## src/rtl/hrmpp_pkg.sv

```systemverilog
// Shared constants and result typedef for the strip placement index pipeline.
package hrmpp_pkg;

  localparam int NUM_STRIPS_D   = 14;
  localparam int WIDTH_W_D      = 8;
  localparam int STRIP_LEN_D    = 200;
  localparam int STRIP_HEIGHT_D = 16;
  localparam int Y_W_D          = 8;
  localparam int CNT_W_D        = 4;

  // Index value reported for a request that did not fit or named a bad strip
  localparam logic [WIDTH_W_D-1:0] STRIKE_IDX = '1;

  typedef struct packed {
    logic                 strike;
    logic [CNT_W_D-1:0]   strike_cnt;
    logic [WIDTH_W_D-1:0] x;
    logic [Y_W_D-1:0]     y;
  } result_t;

endpackage

```

## src/rtl/strip_occ_table.sv

```systemverilog
// Per-strip occupancy register file: one async read, one write, sync active-low clear.
// Optional per-entry clear port when OCC_CLEAR_EN is defined.
module strip_occ_table
  import hrmpp_pkg::*;
#(
  parameter int NUM_STRIPS = NUM_STRIPS_D,
  parameter int WIDTH_W    = WIDTH_W_D,
  parameter int ID_W       = $clog2(NUM_STRIPS_D)
) (
  input  logic               i_clk,
  input  logic               i_rst_n,
  input  logic [ID_W-1:0]    i_rd_idx,
  output logic [WIDTH_W-1:0] o_rd_data,
`ifdef OCC_CLEAR_EN
  input  logic               i_clr,
  input  logic [ID_W-1:0]    i_clr_idx,
`endif
  input  logic               i_we,
  input  logic [ID_W-1:0]    i_wr_idx,
  input  logic [WIDTH_W-1:0] i_wr_data
);

  logic [WIDTH_W-1:0] r_occ [NUM_STRIPS];

  // Out-of-range reads return zero rather than an undefined entry
  assign o_rd_data = (32'(i_rd_idx) < 32'(NUM_STRIPS)) ? r_occ[i_rd_idx] : '0;

  // Table update: reset clears all, then write, then clear (clear overrides a same-edge write)
  always_ff @(posedge i_clk) begin
    if (!i_rst_n) begin
      for (int i = 0; i < NUM_STRIPS; i++) r_occ[i] <= '0;
    end else begin
      if (i_we && (32'(i_wr_idx) < 32'(NUM_STRIPS))) r_occ[i_wr_idx] <= i_wr_data;
`ifdef OCC_CLEAR_EN
      if (i_clr && (32'(i_clr_idx) < 32'(NUM_STRIPS))) r_occ[i_clr_idx] <= '0;
`endif
    end
  end

endmodule

```

## src/rtl/strip_place_index_pipe.sv

```systemverilog
// Strip placement index pipeline: fit check + occupancy RMW at accept, (x,y) mapping,
// 3-stage elastic valid/ready pipeline. Optional macro OCC_CLEAR_EN adds a strip clear port.
module strip_place_index_pipe
  import hrmpp_pkg::*;
#(
  parameter int NUM_STRIPS   = NUM_STRIPS_D,
  parameter int WIDTH_W      = WIDTH_W_D,
  parameter int STRIP_LEN    = STRIP_LEN_D,
  parameter int STRIP_HEIGHT = STRIP_HEIGHT_D,
  parameter int Y_W          = Y_W_D,
  parameter int CNT_W        = CNT_W_D,
  localparam int ID_W        = $clog2(NUM_STRIPS)
) (
  input  logic               clk,
  input  logic               rst,
  input  logic               in_valid,
  output logic               in_ready,
  input  logic [ID_W-1:0]    in_strip_id,
  input  logic [WIDTH_W-1:0] in_prog_width,
  input  logic [CNT_W-1:0]   in_strike_cnt,
`ifdef OCC_CLEAR_EN
  input  logic               clr_valid,
  input  logic [ID_W-1:0]    clr_strip_id,
`endif
  output logic               out_valid,
  input  logic               out_ready,
  output logic [WIDTH_W-1:0] out_x,
  output logic [Y_W-1:0]     out_y,
  output logic               out_strike,
  output logic [CNT_W-1:0]   out_strike_cnt
);

  function automatic logic fits(input logic [ID_W-1:0] id, input logic [WIDTH_W:0] sum);
    return (32'(id) < 32'(NUM_STRIPS)) && (sum <= (WIDTH_W+1)'(STRIP_LEN));
  endfunction

  function automatic logic [Y_W-1:0] y_index(input logic [ID_W-1:0] id);
    logic [31:0] prod;
    prod = 32'(id) * 32'(STRIP_HEIGHT);
    return prod[Y_W-1:0];
  endfunction

  logic [WIDTH_W-1:0] w_occ_rd;
  logic [WIDTH_W:0]   w_sum;
  logic               w_fit;
  logic               w_accept;
  logic               w_rdy_p0, w_rdy_p1, w_rdy_p2;

  logic               r_vld_p0, r_vld_p1, r_vld_p2;
  logic [ID_W-1:0]    r_id_p0;
  logic [WIDTH_W-1:0] r_x_p0, r_x_p1, r_x_p2;
  logic [Y_W-1:0]     r_y_p1, r_y_p2;
  logic               r_strike_p0, r_strike_p1, r_strike_p2;
  logic [CNT_W-1:0]   r_cnt_p0, r_cnt_p1, r_cnt_p2;

  assign w_rdy_p2 = ~r_vld_p2 | out_ready;
  assign w_rdy_p1 = ~r_vld_p1 | w_rdy_p2;
  assign w_rdy_p0 = ~r_vld_p0 | w_rdy_p1;
  assign in_ready = rst & w_rdy_p0;
  assign w_accept = in_valid & in_ready;

  // Occupancy table: the write lands on the accept edge, so the next request sees it directly
  assign w_sum = {1'b0, w_occ_rd} + {1'b0, in_prog_width};
  assign w_fit = fits(in_strip_id, w_sum);

  strip_occ_table #(
    .NUM_STRIPS(NUM_STRIPS),
    .WIDTH_W   (WIDTH_W),
    .ID_W      (ID_W)
  ) u_occ (
    .i_clk    (clk),
    .i_rst_n  (rst),
    .i_rd_idx (in_strip_id),
    .o_rd_data(w_occ_rd),
`ifdef OCC_CLEAR_EN
    .i_clr    (clr_valid),
    .i_clr_idx(clr_strip_id),
`endif
    .i_we     (w_accept & w_fit),
    .i_wr_idx (in_strip_id),
    .i_wr_data(w_sum[WIDTH_W-1:0])
  );

  // Stage valids advance whenever the downstream stage can take them
  always_ff @(posedge clk) begin
    if (!rst) begin
      r_vld_p0 <= 1'b0;
      r_vld_p1 <= 1'b0;
      r_vld_p2 <= 1'b0;
    end else begin
      if (w_rdy_p0) r_vld_p0 <= w_accept;
      if (w_rdy_p1) r_vld_p1 <= r_vld_p0;
      if (w_rdy_p2) r_vld_p2 <= r_vld_p1;
    end
  end

  // ---- Stage 1: capture old occupancy and fit result at accept ----
  always_ff @(posedge clk) begin
    if (w_accept) begin
      r_id_p0     <= in_strip_id;
      r_x_p0      <= w_occ_rd;
      r_strike_p0 <= ~w_fit;
      r_cnt_p0    <= in_strike_cnt;
    end
  end

  // ---- Stage 2: map strip to y, force strike results to the all-ones index ----
  always_ff @(posedge clk) begin
    if (w_rdy_p1 && r_vld_p0) begin
      r_x_p1      <= r_strike_p0 ? '1 : r_x_p0;
      r_y_p1      <= r_strike_p0 ? '1 : y_index(r_id_p0);
      r_strike_p1 <= r_strike_p0;
      r_cnt_p1    <= r_cnt_p0;
    end
  end

  // ---- Stage 3: output register, held while the sink stalls ----
  always_ff @(posedge clk) begin
    if (!rst) begin
      r_x_p2      <= '0;
      r_y_p2      <= '0;
      r_strike_p2 <= 1'b0;
      r_cnt_p2    <= '0;
    end else if (w_rdy_p2 && r_vld_p1) begin
      r_x_p2      <= r_x_p1;
      r_y_p2      <= r_y_p1;
      r_strike_p2 <= r_strike_p1;
      r_cnt_p2    <= r_cnt_p1;
    end
  end

  assign out_valid      = r_vld_p2;
  assign out_x          = r_x_p2;
  assign out_y          = r_y_p2;
  assign out_strike     = r_strike_p2;
  assign out_strike_cnt = r_cnt_p2;

endmodule

```

## config.mk

```make
export PLATFORM = sky130hd
export DESIGN_NAME = strip_place_index_pipe
export DESIGN_NICKNAME = d
export VERILOG_FILES = /design/src/rtl/hrmpp_pkg.sv /design/src/rtl/strip_occ_table.sv /design/src/rtl/strip_place_index_pipe.sv
export SDC_FILE = /design/constraint.sdc
export NUM_CORES = 1
export LEC_CHECK = 0
export ABC_AREA = 1
export BUFFER_PORTS_ARGS = -buffer_cell sky130_fd_sc_hd__buf_2
export CORE_MARGIN = 2
export CORE_UTILIZATION = 58
export DETAILED_ROUTE_END_ITERATION = 12
export GPL_TIMING_DRIVEN = 0
export PLACE_DENSITY = 0.82
export SLEW_MARGIN = 20
export SYNTH_ARGS = -nofsm -noshare
export SYNTH_HDL_FRONTEND = slang
export SYNTH_SLANG_ARGS = --single-unit
```

## constraint.sdc

```tcl
create_clock -name clk -period 5.7 [get_ports clk]
set_clock_uncertainty 0.1 [all_clocks]
set_input_delay 0 -clock clk [delete_from_list [all_inputs] [get_ports clk]]
set_output_delay 0 -clock clk [all_outputs]
set_load 0.01 [all_outputs]
```

==> results.txt <==
----------------------------------------------------
[Status]
  Status ... finished clean

[Floorplan]
  Die Span X ... approximately 120 µm
  Top Ports ... 43
  Initial Utilization ... roughly three fifths
  DIE HEIGHT ... around 120 µm
  Total number of placement rows ... 43
  Overall die area ... around 0.015 mm²
  Core region area ... 0.0137 mm²

[Critical path]
  Start point of the critical path ... in_strip_id[0]
  Total stage count of the critical path ... 24
  Total buffers and inverters traversed by the critical path ... 9
  Delay of the slowest cell on the worst path ... 720 ps
  Worst setup path category ... in -> reg
  CP delay by family, top ... buffers and inverters
  Worst Path Max Fanout ... 10
  Kind of end point of the critical path ... flip-flop
  Sort of element at the start of the critical path ... input pin
  Startpoint of the most critical register-to-register path ... u_occ.r_occ[15][0]
  Slowest CP cell ... sky130_fd_sc_hd__fa_1
  Worst endpoint data arrival time ... 5260 ps
  Sequence of cells on the critical path ... dlygate4sd3_1 > buf_2 > buf_2 > nand2_1 > inv_1 > clkbuf_1 > a22oi_1 > a31oi_1 > nor3_1 > nor2_1 > ha_1 > inv_1 > fa_1 > inv_1 > nor2_1 > nand2_1 > nand3_1 > nand2_1 > clkinv_1 > nand2_1 > nand2_4 > buf_12 > nand4_4 > nand2_1
  Most frequent CP cell ... sky130_fd_sc_hd__nand2_1
  Length in cells of the worst reg-to-reg path ... 19
  Required time at the endpoint of the critical path ... 5690 ps

[Power]
  Share of power burned in combinational logic ... approximately 14%
  Power share of the clock group ... 37.4%
  Part of the power in registers ... 48.7%
  Switching power total ... 0.862 mW
  Max VDD drop ... between 200 and 250 µV
  Ratio of total power to cell area ... 344 mW/mm²
  Static leakage power ... roughly 3.8 nW
  Sw frac ... 26.9%
  Internal power ... 2.34 mW

[Placed design]
  PortBufs ... 42
  Final GP Congestion ... 0.977
  Total half-perimeter wirelength after legalization and detailed placement ... 13400 µm

[Clock tree]
  Number of H-tree branching levels ... 4
  Total of cells resized after clock tree synthesis ... 0
  Clock latency at the later pin of the worst-skew pair ... 440 ps
  Clock Sink Count ... around 180
  Cts bufs inserted ... 17
  Maximum buffer depth of the clock tree ... 2
  TritonCTS clock tree ... yes
  CTS root buffer ... sky130_fd_sc_hd__clkbuf_16
  Clk slew on worst S/H paths ... approximately 70 ps

[Timing]
  Least-Margin Pin Slew ... between 700 and 800 ps
  Hold Vio Cnt, Final ... 0
  Unrepaired setup endpoints after global routing ... false
  Endpoints failing setup ... 0
  Setup TNS ... 0 ps
  Slew Viols, Final ... 0
  Worst-case headroom to the max-slew limit ... between 40% and 50%
  Share of the clock period used by the worst path after layout ... 92.4%
  Fin crit period ... 5270 ps
  Upper clock frequency limit ... 190 MHz
  Worst Hold Margin ... 175 ps

[Cells and area]
  Share of layout cells above drive strength 1 ... a little over an eighth
  Leading cell types in the layout, fill and taps excluded ... 177 x sky130_fd_sc_hd__nor2_1, 162 x sky130_fd_sc_hd__edfxtp_1, 88 x sky130_fd_sc_hd__nand3_1
  Fill cell instance count of the final layout ... 957
  Layout Nets ... 857
  Number of antenna diodes ... 0
  Layout overhead on the synthesized area ... 15.4%
  Most frequent standard cell in the layout excluding fill and tap cells ... sky130_fd_sc_hd__nor2_1

[Synth]
  YS warnings ... 0
  Cell count after synthesis ... 738
  Portion of the post-synthesis area used by sequential elements ... 65.2%
  Number of storage elements in the synthesis netlist ... 182
  Synthesized area per cell ... 10.9 µm²
  Synth cell types ... 31
  Netlist area before placement ... 0.00808 mm²

[Routing]
  Routed len/inst ... around 19 µm
  First-pass DRT Iterations ... 6
  Detailed router's first-iteration violation count ... 666
  Post-route DRC violation count ... 0
  Total wire length ... around 20000 µm
  Post-detailed-route count of antenna-violating nets ... 0
  Post-DR vias/cell ... 5.87
  Vias after detailed routing ... 5997

[Flow run]
  Total of max-cap violations ... 0

[Global routing]
  Global routing met2 resource utilization ... a little under half
  M3 GR Usage ... 8.05%
  Initial antenna violation count ... 0
  Wire length of the first global-routing pass ... 30100 µm
  Most congested layer reported by global routing ... met2
  Total global routing track utilization ... 27.8%
  Largest net degree at the start of global routing ... 27
  Congestion Overflow GR ... 0
  Number of global-route vias before repair ... 5832
  Met1 layer usage reported by global route ... between 30% and 40%

[Hold path]
  Classification of the worst-slack hold path ... in -> reg
  Min-Delay Path Depth ... 2
  Worst min-delay path startpoint ... in_strike_cnt[2]

----------------------------------------------------
per-layer routing:
metal / part of all wire [%] / up-vias
met2: 49 / 365
met3: 10 / 64
met5: 0 / -
met4: 4.1 / 0
li1: - / 2735
met1: 36 / 2833
Yosys cell counts (all sizes together):
cell / number / area (µm²)
dfxtp: 20 / 400
conb: 1 / 3.75
xor2: 1 / 16.3
a31oi: 14 / 87.6
fa: 1 / 20.0
o22ai: 1 / 6.26
clkbuf: 32 / 120
or2: 14 / 87.6
clkinv: 4 / 15.0
ha: 8 / 100
a21oi: 7 / 46.3
a22oi: 32 / 240
buf: 9 / 78.8
nand3b: 3 / 22.5
nand3: 88 / 440
nand2: 85 / 327
edfxtp: 162 / 4860
nor3: 7 / 35.0
nor2: 179 / 677
o21ai: 17 / 85.1
inv: 38 / 143
nand4: 15 / 260
path summary, 6_finish.rpt:
path                        to  slack (ps)
max          u_occ.r_occ[5][1]         430
min                r_cnt_p0[2]         170
max reg2reg  u_occ.r_occ[5][1]        1490
min reg2reg        r_cnt_p1[1]         330
per-stage QoR:
stage | cells | power, mW | cell area, µm² | setup slack (ps) | utilization (%)
2_1_floorplan | 753 | 1.87 | 8130 | 2280 | -
5_1_grt | 1021 | 3.29 | 9320 | 200 | 67.9
6_report | 1021 | 3.20 | 9320 | 435 | 67.9
3_3_place_gp | 975 | 1.99 | 8570 | 986 | 62.5
3_5_place_dp | 975 | 2.01 | 8570 | 791 | 62.5
4_1_cts | 1021 | 3.19 | 9320 | 658 | 67.9
area by class of cell:
cell class	count	area, µm²	area share [%]
Buffer	41	199	2.14
Clock buffer	22	507	5.44
Clock inverter	10	101	1.09
Inverter	42	158	1.69
Multi-Input combinational cell	488	2510	27.0
Sequential cell	182	5270	56.5
Tap cell	180	225	2.42
Timing Repair Buffer	56	350	3.76
cells by family (layout without fill, tap and decap cells):
group                      after synthesis  count (layout)  synth area share (%)
xor gates and xnor gates                 1               1                 0.201
other                                    1              16                0.0464
DFF                                    182             182                  65.2
buffers and inverters                   83             171                  4.42
adders and majority gates                9               9                  1.49
and+or+nand+nor                        391             391                  22.9
AOI/OAI and AO/OA                       71              71                  5.76
worst register-to-register path, stage by stage (launching register included):
cell                       delay [ps]
sky130_fd_sc_hd__edfxtp_1         380
sky130_fd_sc_hd__a22oi_1          310
sky130_fd_sc_hd__nand3_1          130
sky130_fd_sc_hd__nand2_1          100
sky130_fd_sc_hd__nand2_1           60
sky130_fd_sc_hd__nor3_1           280
sky130_fd_sc_hd__nor2_1           130
sky130_fd_sc_hd__ha_1             260
sky130_fd_sc_hd__inv_1             90
sky130_fd_sc_hd__fa_1             250
sky130_fd_sc_hd__xor2_2           430
sky130_fd_sc_hd__nand2_1          120
sky130_fd_sc_hd__nand3_1          110
sky130_fd_sc_hd__nand2_1           60
sky130_fd_sc_hd__clkinv_1          50
sky130_fd_sc_hd__nand2_1           70
sky130_fd_sc_hd__nand2_4          150
sky130_fd_sc_hd__buf_12           190
sky130_fd_sc_hd__nand4_4          190
sky130_fd_sc_hd__nand2_1          400
power by group through the flow:
stage               Sequential, mW  Clock [mW]  Combinational (mW)
floorplan                     1.58           0               0.282
global placement              1.58           0               0.412
detailed placement            1.59           0               0.423
CTS                           1.56        1.20               0.434
global route                  1.56        1.25               0.479
finish                        1.56        1.20               0.445
sequential cells by signal, summed over array words and instances, names as in the netlist:
register / flops
out_valid: 1
r_vld_p1: 1
out_y: 5
r_cnt_p0: 4
r_cnt_p1: 4
r_x_p1: 8
r_y_p1: 5
out_x: 8
u_occ.r_occ: 128
out_strike_cnt: 4
r_vld_p0: 1
r_x_p0: 8
r_id_p0: 4
r_strike_p0: 1
repair_timing:
item                                   in CTS  in global routing
endpoints found under the hold margin      14                  0
hold buffers                               14                  0
buffers inserted                            0                  0
Power figures use the tool's default switching activity.
